## src/rtl/message_build_param.sv

```systemverilog
// SHA-2 message builder: pads the final message block (with an optional extra block)
// for 512/64 or 1024/128 geometries, or passes blocks through unmodified in raw mode.
module message_build_param #(
    parameter int DATA_W = 512,
    parameter int LEN_W  = 64
) (
    input  logic              clk,
    input  logic              nrst,
    input  logic [DATA_W-1:0] data_in,
    input  logic              data_in_last,
    input  logic              data_in_valid,
    output logic              data_in_ready,
    input  logic [LEN_W-1:0]  cfg_size,
    input  logic [1:0]        cfg_scheme,
    input  logic              cfg_valid,
    output logic              cfg_ready,
    output logic [DATA_W-1:0] data_out,
    output logic              data_out_last,
    output logic              data_out_valid,
    input  logic              data_out_ready
);

    localparam int LB = $clog2(DATA_W);
    localparam int RW = LB + 1;
    localparam logic [RW-1:0]     R_FULL  = RW'(DATA_W);
    localparam logic [RW-1:0]     R_MAX   = RW'(DATA_W - LEN_W - 1);
    localparam logic [DATA_W-1:0] ONES    = '1;
    localparam logic [DATA_W-1:0] TOP_BIT = {1'b1, {(DATA_W-1){1'b0}}};

    typedef enum logic [1:0] {IDLE, DATA, EXTRA} state_t;

    state_t            state_q;
    logic [LEN_W-1:0]  size_q;
    logic              raw_q;
    logic [RW-1:0]     r_q;
    logic [DATA_W-1:0] dout_q;
    logic              last_q;
    logic              valid_q;
    logic              cfg_rdy_q;

    logic              free;
    logic              in_hs;
    logic              cfg_hs;
    logic              fits;
    logic [RW-1:0]     r_d;
    logic [DATA_W-1:0] len_blk;
    logic [DATA_W-1:0] pad_blk;
    logic [DATA_W-1:0] extra_blk;

    always_comb begin
        free   = !valid_q || data_out_ready;
        in_hs  = data_in_valid && data_in_ready;
        cfg_hs = cfg_valid && cfg_rdy_q;
        r_d    = {1'b0, cfg_size[LB-1:0]};
        if (r_d == '0 && cfg_size != '0) begin
            r_d = R_FULL;
        end
        len_blk = '0;
        len_blk[LEN_W-1:0] = size_q;
        fits = (r_q <= R_MAX);
        // Shifting by r == DATA_W clears both terms, so a full final block needs no special case here.
        pad_blk   = (data_in & ~(ONES >> r_q)) | (TOP_BIT >> r_q) | (fits ? len_blk : '0);
        extra_blk = ((r_q == R_FULL) ? TOP_BIT : '0) | len_blk;
    end

    assign data_in_ready  = (state_q == DATA) && free;
    assign cfg_ready      = cfg_rdy_q;
    assign data_out       = dout_q;
    assign data_out_last  = last_q;
    assign data_out_valid = valid_q;

    always_ff @(posedge clk or negedge nrst) begin
        if (!nrst) begin
            state_q   <= IDLE;
            size_q    <= '0;
            raw_q     <= 1'b0;
            r_q       <= '0;
            dout_q    <= '0;
            last_q    <= 1'b0;
            valid_q   <= 1'b0;
            cfg_rdy_q <= 1'b0;
        end else begin
            if (valid_q && data_out_ready) begin
                valid_q <= 1'b0;
            end
            case (state_q)
                IDLE: begin
                    cfg_rdy_q <= 1'b1;
                    if (cfg_hs) begin
                        size_q    <= cfg_size;
                        raw_q     <= (cfg_scheme == 2'd1);
                        r_q       <= r_d;
                        cfg_rdy_q <= 1'b0;
                        state_q   <= DATA;
                    end
                end
                DATA: begin
                    if (in_hs) begin
                        valid_q <= 1'b1;
                        if (raw_q || !data_in_last) begin
                            dout_q <= data_in;
                            last_q <= data_in_last;
                        end else begin
                            dout_q <= pad_blk;
                            last_q <= fits;
                        end
                        if (data_in_last) begin
                            if (!raw_q && !fits) begin
                                state_q <= EXTRA;
                            end else begin
                                state_q   <= IDLE;
                                cfg_rdy_q <= 1'b1;
                            end
                        end
                    end
                end
                EXTRA: begin
                    if (free) begin
                        dout_q    <= extra_blk;
                        last_q    <= 1'b1;
                        valid_q   <= 1'b1;
                        state_q   <= IDLE;
                        cfg_rdy_q <= 1'b1;
                    end
                end
                default: state_q <= IDLE;
            endcase
        end
    end

endmodule

```

## config.mk

```make
export PLATFORM = sky130hd
export DESIGN_NAME = message_build_param
export DESIGN_NICKNAME = d
export VERILOG_FILES = /design/src/rtl/message_build_param.sv
export SDC_FILE = /design/constraint.sdc
export NUM_CORES = 2
export LEC_CHECK = 0
export ABC_AREA = 1
export BUFFER_PORTS_ARGS = -buffer_cell sky130_fd_sc_hd__buf_4
export CELL_PAD_IN_SITES_DETAIL_PLACEMENT = 0
export CELL_PAD_IN_SITES_GLOBAL_PLACEMENT = 1
export CORE_AREA = 2 2 430 432
export DETAILED_ROUTE_END_ITERATION = 7
export DIE_AREA = 0 0 432 434
export GPL_ROUTABILITY_DRIVEN = 0
export PLACE_DENSITY_LB_ADDON = 0.1
export REMOVE_ABC_BUFFERS = 1
export SETUP_SLACK_MARGIN = 0.02
export SLEW_MARGIN = 20
export SYNTH_ARGS = -nofsm -noshare
export SYNTH_HDL_FRONTEND = slang
export SYNTH_SLANG_ARGS = --single-unit
```

## constraint.sdc

```tcl
create_clock -name clk -period 2.15 [get_ports clk]
set_input_delay 0.1075 -clock clk [delete_from_list [all_inputs] [get_ports clk]]
set_output_delay 0.1075 -clock clk [all_outputs]
set_load 0.01 [all_outputs]
```

==> results.md <==
- Max IR drop VDD: 0.0007090 V
- Top post-synthesis cells by area: dfrtp_1 46%, nand2_1 19%, o21ai_0 6.5%
- Crit-path cells: buf_12, nor2_4, buf_12, nand2_2, nand2_2, nand2_1, nor2_2, buf_12, nand2_1, o211ai_1, nand3_1
- Die width: 432 um
- Count of buffers from port buffering: 1099
- Setup CP Type: flip-flop to flip-flop
- Pre-antenna DRT Iters: 5
- WP data arrival: 2.77 ns
- Core area: 182500 um2
- Post-synthesis sequential area ratio: 45.94%
- DP HPWL: 239.8 mm
- Crit path launch type: flip-flop
- Root Driver: clkbuf_16
- Mux share of post-synthesis cell area: 0%
- Cells after synthesis: 4430
- Starting Density: 17.67%
- Main combinational cell family by area after synthesis: simple AND/OR/NAND/NOR gates
- F_max: 0.4644 GHz
- Required time worst endpoint: 2.76 ns
- Worst setup margin: -0.003165 ns
- Clock Path Buffers: 3
- #FFs+latches synth: 592
- Max Fanout on Critical Path: 8
- Slew @ Worst Pin: 0.6349 ns
- Xor/xnor share of the synthesized area: 0%
- CTS tree: built
- Yosys top cell area share: 45.94%
- Util after Layout: 33.69%
- Layout cells sized above 1: 35.16%
- Max cap viols: 0
- Violated checks: negative setup slack
- Drc violations: 0
- Synth Area in Simple Gates: 30.19%
- Post-Route WL: 308.5 mm
- Global Route Usage Sum: 31.24%
- Yosys warnings: 0
- Vias: 44434
- Syn Area/Cell: 7.279 um2
- First-pass GRT wire length: 399.6 mm
- Leakage Power: 29.77 nW
- DRT antenna net count: 0
- Kind of end point of the critical path: flip-flop
- Hold crit path type: input pin to async pin
- Max_slew headroom: 57.28%
- Clock Latency Late Sink: 0.74 ns
- Adder-Cell Fraction of Synth Area: 0.1552%
- Final hold vios: 0
- Cell taking the most area after synthesis: dfrtp_1
- Final Skew: 0.04448 ns
- Drt wl/cell: 33.22 um
- Final Cycle Share: 100.1%
- Fin Hold WS: 0.06798 ns
- Initial DRC count: 3974
- Most frequent CP cell: buf_12
- Worst-path clk slew: 0.06 ns
- Fin nets: 7403
- DR vias/cell: 4.786
- Die footprint: 187500 um2
- Clk sinks: 592
- Initial antenna violation count: 49
- Power per cell area: 1474 nW/um2
- Cell Rows: 157
- Die Height: 434 um
- Slowest stage cell on the critical path: dfrtp_4
- RSZ-0062 raised after global routing: yes
- H-tree depth: 3
- Final Critical Period: 2.153 ns
- Pin count of the biggest net entering global routing: 89
- Total gr overflow: 0
- Complex-gate fraction of the synthesized area: 17.38%
- Ports: 1100
- Vias in the first global route: 44264
- Final Max Tran Viols: 0
- CTS buffer count: 86
- Largest stage delay, worst path: 0.58 ns
- Mapped Area: 32250 um2
- Status: complete, but fails checks
- Syn-to-layout area delta: 90.65%
- Yosys cell types: 41
- Final setup viols: 1
==> cell families (layout without fill, tap and decap cells) <==
family	after synthesis	count (layout)
AOI/OAI and AO/OA	920	920
adders and majority gates	4	4
buffers and inverters	515	2962
DFF	592	592
other	0	22
and+or+nand+nor	2399	2400
==> metrics by stage <==
step / area (um2) / setup TNS (ns) / cells / power, mW / worst slack, ns
after CTS: 59680 / 0 / 9194 / 88.18 / 0.01008
final: 61480 / -0.003165 / 9285 / 90.61 / -0.003165
after detailed placement: 50340 / -39.24 / 8430 / 70.96 / -0.3958
after global placement: 50340 / -42.17 / 8430 / 70.98 / -0.4530
after floorplan: 31030 / -4328.34 / 4134 / 30.65 / -13.38
after global routing: 61460 / -0.8335 / 9279 / 94.19 / -0.08428
==> synthesized netlist by cell type (all sizes together) <==
cell type  count
inv          213
clkbuf       183
nand4         47
o221ai        20
a21oi        103
a22oi         74
clkinv         6
or2           16
o211ai       200
and2           1
o311ai         3
o2111ai       21
ha             4
nor2         332
o31ai          8
nor3          26
a21boi         1
nand3        304
a31oi         18
nand3b         1
nor4           3
buf          113
a21o           9
o21a           1
nand2       1669
o21bai         9
dfrtp        592
a22o          10
o21ai        431
a32oi          2
o22ai         10
==> flip-flops by register name (all words and copies together), names as in the netlist <==
register and cells:
cfg_ready 1, data_out 512, data_out_last 1, data_out_valid 1, r_q 10, raw_q 1
size_q 64, state_q 2
==> power breakdown <==
group	total, mW	internal (mW)	switching, mW
Combinational	55.8	22.1	33.7
Sequential	20.2	16.2	4.08
Clock	14.6	8.24	6.35
==> cell usage in the layout, fill, tap and decap left out, types with 18 or more instances in the layout <==
master and instances:
a21oi_1 95, a22oi_1 66, a31oi_1 18, buf_12 156
buf_4 1775, buf_6 40, clkbuf_1 26, clkbuf_16 102
clkbuf_8 18, dfrtp_1 585, diode_2 22, dlygate4sd3_1 587
inv_1 176, inv_2 19, nand2_1 1589, nand2_2 63
nand3_1 287, nand4_1 47, nor2_1 257, nor2_2 42
nor2_4 31, nor3_1 19, o2111ai_1 21, o211ai_1 200
o21ai_0 356, o21ai_1 55
==> repair_timing <==
| item | in CTS | in global routing |
|---|---|---|
| setup endpoints to repair | 486 | 365 |
| endpoints found under the hold margin | 1104 | 0 |
| setup buffers | 23 | 52 |
| pin swaps | 8 | 35 |
| gates cloned | 2 | 17 |
| gates resized for setup | 148 | 254 |
| hold buffers | 588 | 0 |
==> final timing paths <==
path	startpoint	to	slack (ns)	depth (start not counted)
min	nrst	data_out[429]	0.07	3
min reg2reg	data_out[452]	data_out[452]	0.48	2
min in group clk	data_in[29]	data_out[29]	0.12	7
max in group asynchronous	nrst	data_out[192]	1.40	4
max reg2reg	r_q[6]	data_out[233]	-0.003	11
max	r_q[6]	data_out[233]	-0.003	11
==> worst max-delay path, delay by kind of cell, from the launching register on <==
family	cells	cell delay, ns
compound gates	1	0.18
buf+inv	3	0.50
flops	1	0.58
simple gates	7	0.74
==> cell type report <==
cell class / count / area, um2
Clock inverter: 21 / 227.7
Sequential cell: 592 / 14830
Clock buffer: 130 / 2497
Fill cell: 19737 / 121000
Inverter: 219 / 909.6
Tap cell: 2385 / 2984
Antenna cell: 22 / 55.05
Timing Repair Buffer: 2592 / 23620
Multi-Input combinational cell: 3324 / 16360
==> routing by layer <==
layer	up-vias	GRT usage (%)	share of wire [%]
met5	-	0	0.0091
met4	6	12.82	4.8
met3	483	4.286	5.7
met2	1997	51.44	46
met1	22337	41.00	43
li1	19611	-	-
No activity file was read; power rests on OpenSTA's default activity.
